<file path="config.mk">
export PLATFORM = sky130hd
export DESIGN_NAME = mem_arbiter
export DESIGN_NICKNAME = d
export VERILOG_FILES = /design/src/rtl/smolproc_pkg.sv /design/src/rtl/mem_arbiter.sv
export SDC_FILE = /design/constraint.sdc
export NUM_CORES = 1
export LEC_CHECK = 0
export CAP_MARGIN = 10
export CORE_MARGIN = 2
export CORE_UTILIZATION = 25
export DETAILED_ROUTE_END_ITERATION = 8
export GPL_ROUTABILITY_DRIVEN = 1
export PLACE_DENSITY = 0.86
export SLEW_MARGIN = 20
export SYNTH_ARGS = -nofsm -noshare
export SYNTH_HDL_FRONTEND = slang
export SYNTH_SLANG_ARGS = --single-unit
export TNS_END_PERCENT = 10
</file>
<file path="constraint.sdc">
create_clock -name clk -period 2.3 [get_ports clk]
set_input_delay 0.46 -clock clk [delete_from_list [all_inputs] [get_ports clk]]
set_output_delay 0.46 -clock clk [all_outputs]
set_load 0.05 [all_outputs]
</file>
<file path="src/rtl/smolproc_pkg.sv">
// smolproc_pkg: shared types and widths for the smolproc core
package smolproc_pkg;
  typedef enum logic [1:0] {OWN_NONE, OWN_FETCH, OWN_DATA} owner_e;
  localparam int ADDR_W = 8;
  localparam int DATA_W = 8;
  localparam int STREAK_W = 4;
endpackage

</file>
<file path="src/rtl/mem_arbiter.sv">
// mem_arbiter: shares one memory port between fetch and load/store, routes read responses
module mem_arbiter
  import smolproc_pkg::*;
#(
  parameter int AW = ADDR_W,
  parameter int DW = DATA_W,
  parameter int MAX_DATA_STREAK = 3
) (
  input  logic          clk,
  input  logic          async_rst_n,
  input  logic          fetch_req,
  input  logic [AW-1:0] fetch_addr,
  output logic          fetch_gnt,
  output logic          fetch_rvalid,
  output logic [DW-1:0] fetch_rdata,
  input  logic          fetch_flush,
  input  logic          data_req,
  input  logic          data_we,
  input  logic [AW-1:0] data_addr,
  input  logic [DW-1:0] data_wdata,
  output logic          data_gnt,
  output logic          data_rvalid,
  output logic [DW-1:0] data_rdata,
  output logic          mem_en,
  output logic          mem_we,
  output logic [AW-1:0] mem_addr,
  output logic [DW-1:0] mem_wdata,
  input  logic [DW-1:0] mem_rdata
);
  logic [STREAK_W-1:0] streak;
  owner_e owner, owner_nxt;
  logic data_win;
  always_comb begin
    data_win = data_req && (!fetch_req || streak < STREAK_W'(MAX_DATA_STREAK));
    data_gnt = async_rst_n && data_win;
    fetch_gnt = async_rst_n && fetch_req && !data_win;
    mem_en = data_gnt || fetch_gnt;
    mem_we = data_gnt && data_we;
    mem_addr = data_gnt ? data_addr : fetch_gnt ? fetch_addr : '0;
    mem_wdata = data_gnt ? data_wdata : '0;
    owner_nxt = (fetch_gnt && !fetch_flush) ? OWN_FETCH : (data_gnt && !data_we) ? OWN_DATA : OWN_NONE;
    fetch_rvalid = owner == OWN_FETCH && !fetch_flush;
    fetch_rdata = owner == OWN_FETCH ? mem_rdata : '0;
    data_rvalid = owner == OWN_DATA;
    data_rdata = owner == OWN_DATA ? mem_rdata : '0;
  end
  always_ff @(posedge clk or negedge async_rst_n) begin
    if (!async_rst_n) begin
      owner <= OWN_NONE;
      streak <= '0;
    end else begin
      owner <= owner_nxt;
      if (!fetch_req || fetch_gnt) streak <= '0;
      else if (data_gnt && streak != '1) streak <= streak + 1'b1;
    end
  end
endmodule

</file>
# --- Word level (Yosys, flattened, before mapping) ---
# Cells that the tools add are included.
word_totals:
  reg_bits: 6
  inputBits: 38
  output_inout_bits: 38
  elab_cells: 33
classes:
  n_addsub: 1
  order_cmp: 1
  n_eq_ne: 3
  mux: 9
  n_reduce_logical: 17
ops:
  columns: ["op", "n"]
  rows:
  - ["two-way mux 8 bit", 5]
  - ["logical AND 1 bit", 9]
  - ["two-way mux 4 bit", 2]
  - ["adder 4 x 1 -> 4 bit, second input constant", 1]
  - ["zero test 1 bit", 4]
  - ["less-than comparator 4 x 2 -> 1 bit, second input constant", 1]
  - ["two-way mux 2 bit", 2]
  - ["inequality test 4 bit, second input constant", 1]
  - ["logical OR 1 bit", 3]
  - ["equality test 2 x 1 -> 1 bit, second input constant", 1]
  - ["equality test 2 bit, second input constant", 1]
  - ["nonzero test 2 bit", 1]

# --- Depth between registers and ports, before layout ---
depth:
  word_depth: 7
  ltp_mapped: 6
  depth_no_buf: 5

# --- Worst setup path before layout ---
# No wires, ideal clock.
synth_path:
  path_type: "register to output"
  startpoint: "register streak[0]"
  endpoint: "output port mem_addr[0]"
  t_arrival_ns: 1.545
  t_required_ns: 1.840
  slack_ns: 0.295
  stages_incl_launch_ff: 6
  path_buffers: 1
  cell_sequence: "dfrtp_1 -> ha_1 -> nor3_1 -> a21oi_1 -> buf_2 -> a22o_1"
synth_between:
  elab_chain_len: 7
  word_cells_on_any_way: 8
  cone_classes: "order compare (1); mux (2); reduce/logical (5)"
synth_rtl:
  columns: ["element", "line_no", "rtl"]
  rows:
  - ["from (decl)", "mem_arbiter.sv:30", "logic [STREAK_W-1:0] streak;"]
  - ["from (signal assigned)", "mem_arbiter.sv:54", "else if (data_gnt && streak != '1) streak <= streak + 1'b1;"]
  - ["less-than comparator 4 x 2 -> 1 bit", "mem_arbiter.sv:34", "data_win = data_req && (!fetch_req || streak < STREAK_W'(MAX_DATA_STREAK));"]
  - ["logical OR 1 bit", "mem_arbiter.sv:34", null]
  - ["logical AND 1 bit", "mem_arbiter.sv:34", null]
  - ["zero test 1 bit", "mem_arbiter.sv:36", "fetch_gnt = async_rst_n && fetch_req && !data_win;"]
  - ["logical AND 1 bit", "mem_arbiter.sv:36", null]
  - ["via fetch_gnt", "mem_arbiter.sv:13", "output logic fetch_gnt,"]
  - ["two-way mux 8 bit (2 in series)", "mem_arbiter.sv:39", "mem_addr = data_gnt ? data_addr : fetch_gnt ? fetch_addr : '0;"]
  - ["to (decl)", "mem_arbiter.sv:26", "output logic [AW-1:0] mem_addr,"]
# The timed path passes the listed nets, and every way through them passes these cells.

# --- Worst setup path after layout ---
layout_path:
  startpoint: "register streak[0]"
  endpoint: "output port mem_addr[0]"
layout_between:
  elab_chain_len: 7
  word_cells_on_any_way: 8
  cone_classes: "order compare (1); mux (2); reduce/logical (5)"
layout_rtl:
  columns: ["element", "line_no"]
  rows:
  - ["less-than comparator 4 x 2 -> 1 bit *", "mem_arbiter.sv:34"]
  - ["logical OR 1 bit *", "mem_arbiter.sv:34"]
  - ["logical AND 1 bit *", "mem_arbiter.sv:34"]
  - ["zero test 1 bit", "mem_arbiter.sv:36"]
  - ["logical AND 1 bit", "mem_arbiter.sv:36"]
  - ["two-way mux 8 bit", "mem_arbiter.sv:39"]
  - ["two-way mux 8 bit *", "mem_arbiter.sv:39"]
# Mark *: on every way between the ends. The rest lies on a longest branch, timed or not.

==> results.md <==
* Unique masters post-synth at 25
* DR vias at 808
* Worst setup SP type: flip-flop
* Share of the synthesized area in the top cell type at 25.2%
* Dpl hpwl at 2300 um
* CTS sink cnt at 6
* Worst-Skew Late Latency at 0.25 ns
* Routed len/inst at 14.8 um
* Longest Clk Path Bufs at 2
* Cells after Synth at 67
* Multi-input logic area at 412 um^2
* Final WL at 2590 um
* Total grt overflow at 0
* H-Tree Depth at 1
* Initial antenna violation count at 0
* P&R area growth vs syn at 200%
* Pin count of the biggest net entering global routing at 12
* Crit Path Max Fanout at 11
* Gr usage total at 19.6%
* WP data arrival at 1.76 ns
* Worst setup EP type: output pin
* Clk root buf: clkbuf_4
* Post-layout minimum cycle time at 2.22 ns
* Setup-failing EPs final at 0
* Placed instance area at 0.00176 mm^2
* Crit-path max cell delay at 0.38 ns
* Final Instance Area at 0.00179 mm^2
* Buf/Inv on CP at 2
* Number of fill cells at 140
* Peak Freq at 450 MHz
* Max_cap viols at 0
* Routability cong. at 0.714
* Crit-path leading delay family: flip-flops
* Final hold violation count at 0
* Vias/cell at 4.62
* Num rows at 17
* First-pass GRT wire length at 3920 um
* Drt pass-1 iters at 4
* Ports at 76
* Relative slew slack at 69.8%
* Final period util at 96.6%
* LEAKAGE at 0.794 nW
* Ant. Diodes at 0
* Register area at 150 um^2
* Synth area leader: dfrtp_1
* Number of global-route vias before repair at 894
* Quantity of hold-fixing buffers added after cts at 0
* WP data required at 1.84 ns
* Top post-synthesis cells by area: dfrtp_1, and2_1, and2_4, a22o_2, a22o_1
* Die width at 52.8 um
* FF+latch count, synth at 6
* Slew Viols, Final at 0
* Register area share after synthesis at 25.2%
* Initial DRC count at 7
* Clock transition at the registers of the reported paths at 0.05 ns
* Worst Setup Path Type: reg -> out
* Port-buffer cells at 75
* # DRC at 0
* Nets at 188
* Syn Area/Cell at 8.89 um^2
* CTS tree: yes
* Mapped Area at 596 um^2
* Hold_ws at 0.540 ns
* Yosys warnings at 0
* Hold Crit Class: reg -> reg
* ANT nets after route at 0
* Post-cts resize count at 0
* Die Area at 0.00279 mm^2
* TritonCTS Buffers at 3
* Worst Slack Setup Final at 0.0789 ns
* Pwr/cell area at 302 mW/mm^2
* Final setup skew at 0.00276 ns
* Crit-path cells: ha_1, nor3_2, a21oi_1, buf_4, a22o_1, buf_12
* Post-CTS Setup Repair Bufs at 0
* Die height at 52.8 um
* Net Count, Synth at 106
* Worst Max-Slew Pin Slew at 0.452 ns
* Crit-path slowest cell: dfrtp_1
* Max rail drop VDD at 0.233 mV
* Final core occ at 80.1%
* Run status: finished, final reports clean
* Core ar. at 0.00223 mm^2
* Setup TNS at 0 ns
* Layout cell share with drive strength beyond 1 at 42.2%
* Initial Util at 26.7%
* DP Worst Slack at 0.0296 ns
[Yosys cell counts (all sizes together)]
master and count:
a21oi 2, a22o 8, a32o 1, and2 25, and3 1, and3b 1
buf 3, clkbuf 1, dfrtp 6, ha 1, inv 1, mux2i 1
nand2 2, nor2 3, nor2b 5, nor3 1, o211a 1, o21a 1
o21ai 1, or2b 1, xnor2 1
[layer usage]
metal  share of wire (%)  global-route usage, %  up-vias
met3                  10                   5.71        3
met1                  32                   19.3      361
met2                  57                   38.3       55
met4                 1.1                   6.41        0
li1                    -                      -      389
met5                   0                      0        -
[cells in the final DEF (no fill, tap or decap), types with 2 or more instances in the layout]
cell / instances
nand2_1: 2
a21oi_1: 2
clkdlybuf4s50_1: 36
a22o_1: 4
and2_1: 16
clkbuf_4: 3
a22o_2: 4
buf_12: 37
and2_4: 9
nor2_1: 3
buf_4: 7
dfrtp_1: 6
nor2b_1: 5
[sequential cells by signal, summed over array words and instances, names as in the netlist]
register	count
owner	2
streak	4
[cell type report]
type	instances	area share, %
clock buffers	3	1.26
inverters	1	0.210
multi-input cells	56	23.0
flip-flops and latches	6	8.39
well taps	28	1.96
repair buffers	81	65.2
[metrics by stage]
step	std cells	total power, mW
2_1_floorplan	67	0.252
3_3_place_gp	172	0.435
3_5_place_dp	172	0.442
4_1_cts	175	0.545
5_1_grt	175	0.568
6_report	175	0.540
[worst paths after layout]
kind                                        from                    end  slack (ns)  cells after the start
setup / recovery           streak[0]$_DFFE_PN0P_            mem_addr[0]        0.08                      6
hold / removal             streak[1]$_DFFE_PN0P_  streak[1]$_DFFE_PN0P_        0.54                      2
setup reg to reg           streak[0]$_DFFE_PN0P_  streak[0]$_DFFE_PN0P_        0.82                      6
hold reg to reg            streak[1]$_DFFE_PN0P_  streak[1]$_DFFE_PN0P_        0.54                      2
max in group asynchronous            async_rst_n     owner[1]$_DFF_PN0_        1.62                      2
min in group asynchronous            async_rst_n  streak[0]$_DFFE_PN0P_        0.55                      2
[cells by family after synthesis]
group | after synthesis | synth area share [%]
flops | 6 | 25.2
xor+xnor | 1 | 1.47
compound gates | 14 | 19.7
buf+inv | 5 | 6.51
simple gates | 39 | 43.3
mux | 1 | 1.68
fa+ha+maj | 1 | 2.10
[worst register-to-register path, stage by stage (launching register included)]
cell and delay (ns):
dfrtp_1 0.38, ha_1 0.23, nor3_2 0.17, a21oi_1 0.10
buf_4 0.18, or2b_1 0.24, nor2_1 0.11
[power by group]
group / internal [mW] / switching (mW)
Sequential: 0.110 / 0.00219
Combinational: 0.177 / 0.149
Clock: 0.0593 / 0.0417
Power figures use the tool's default switching activity.
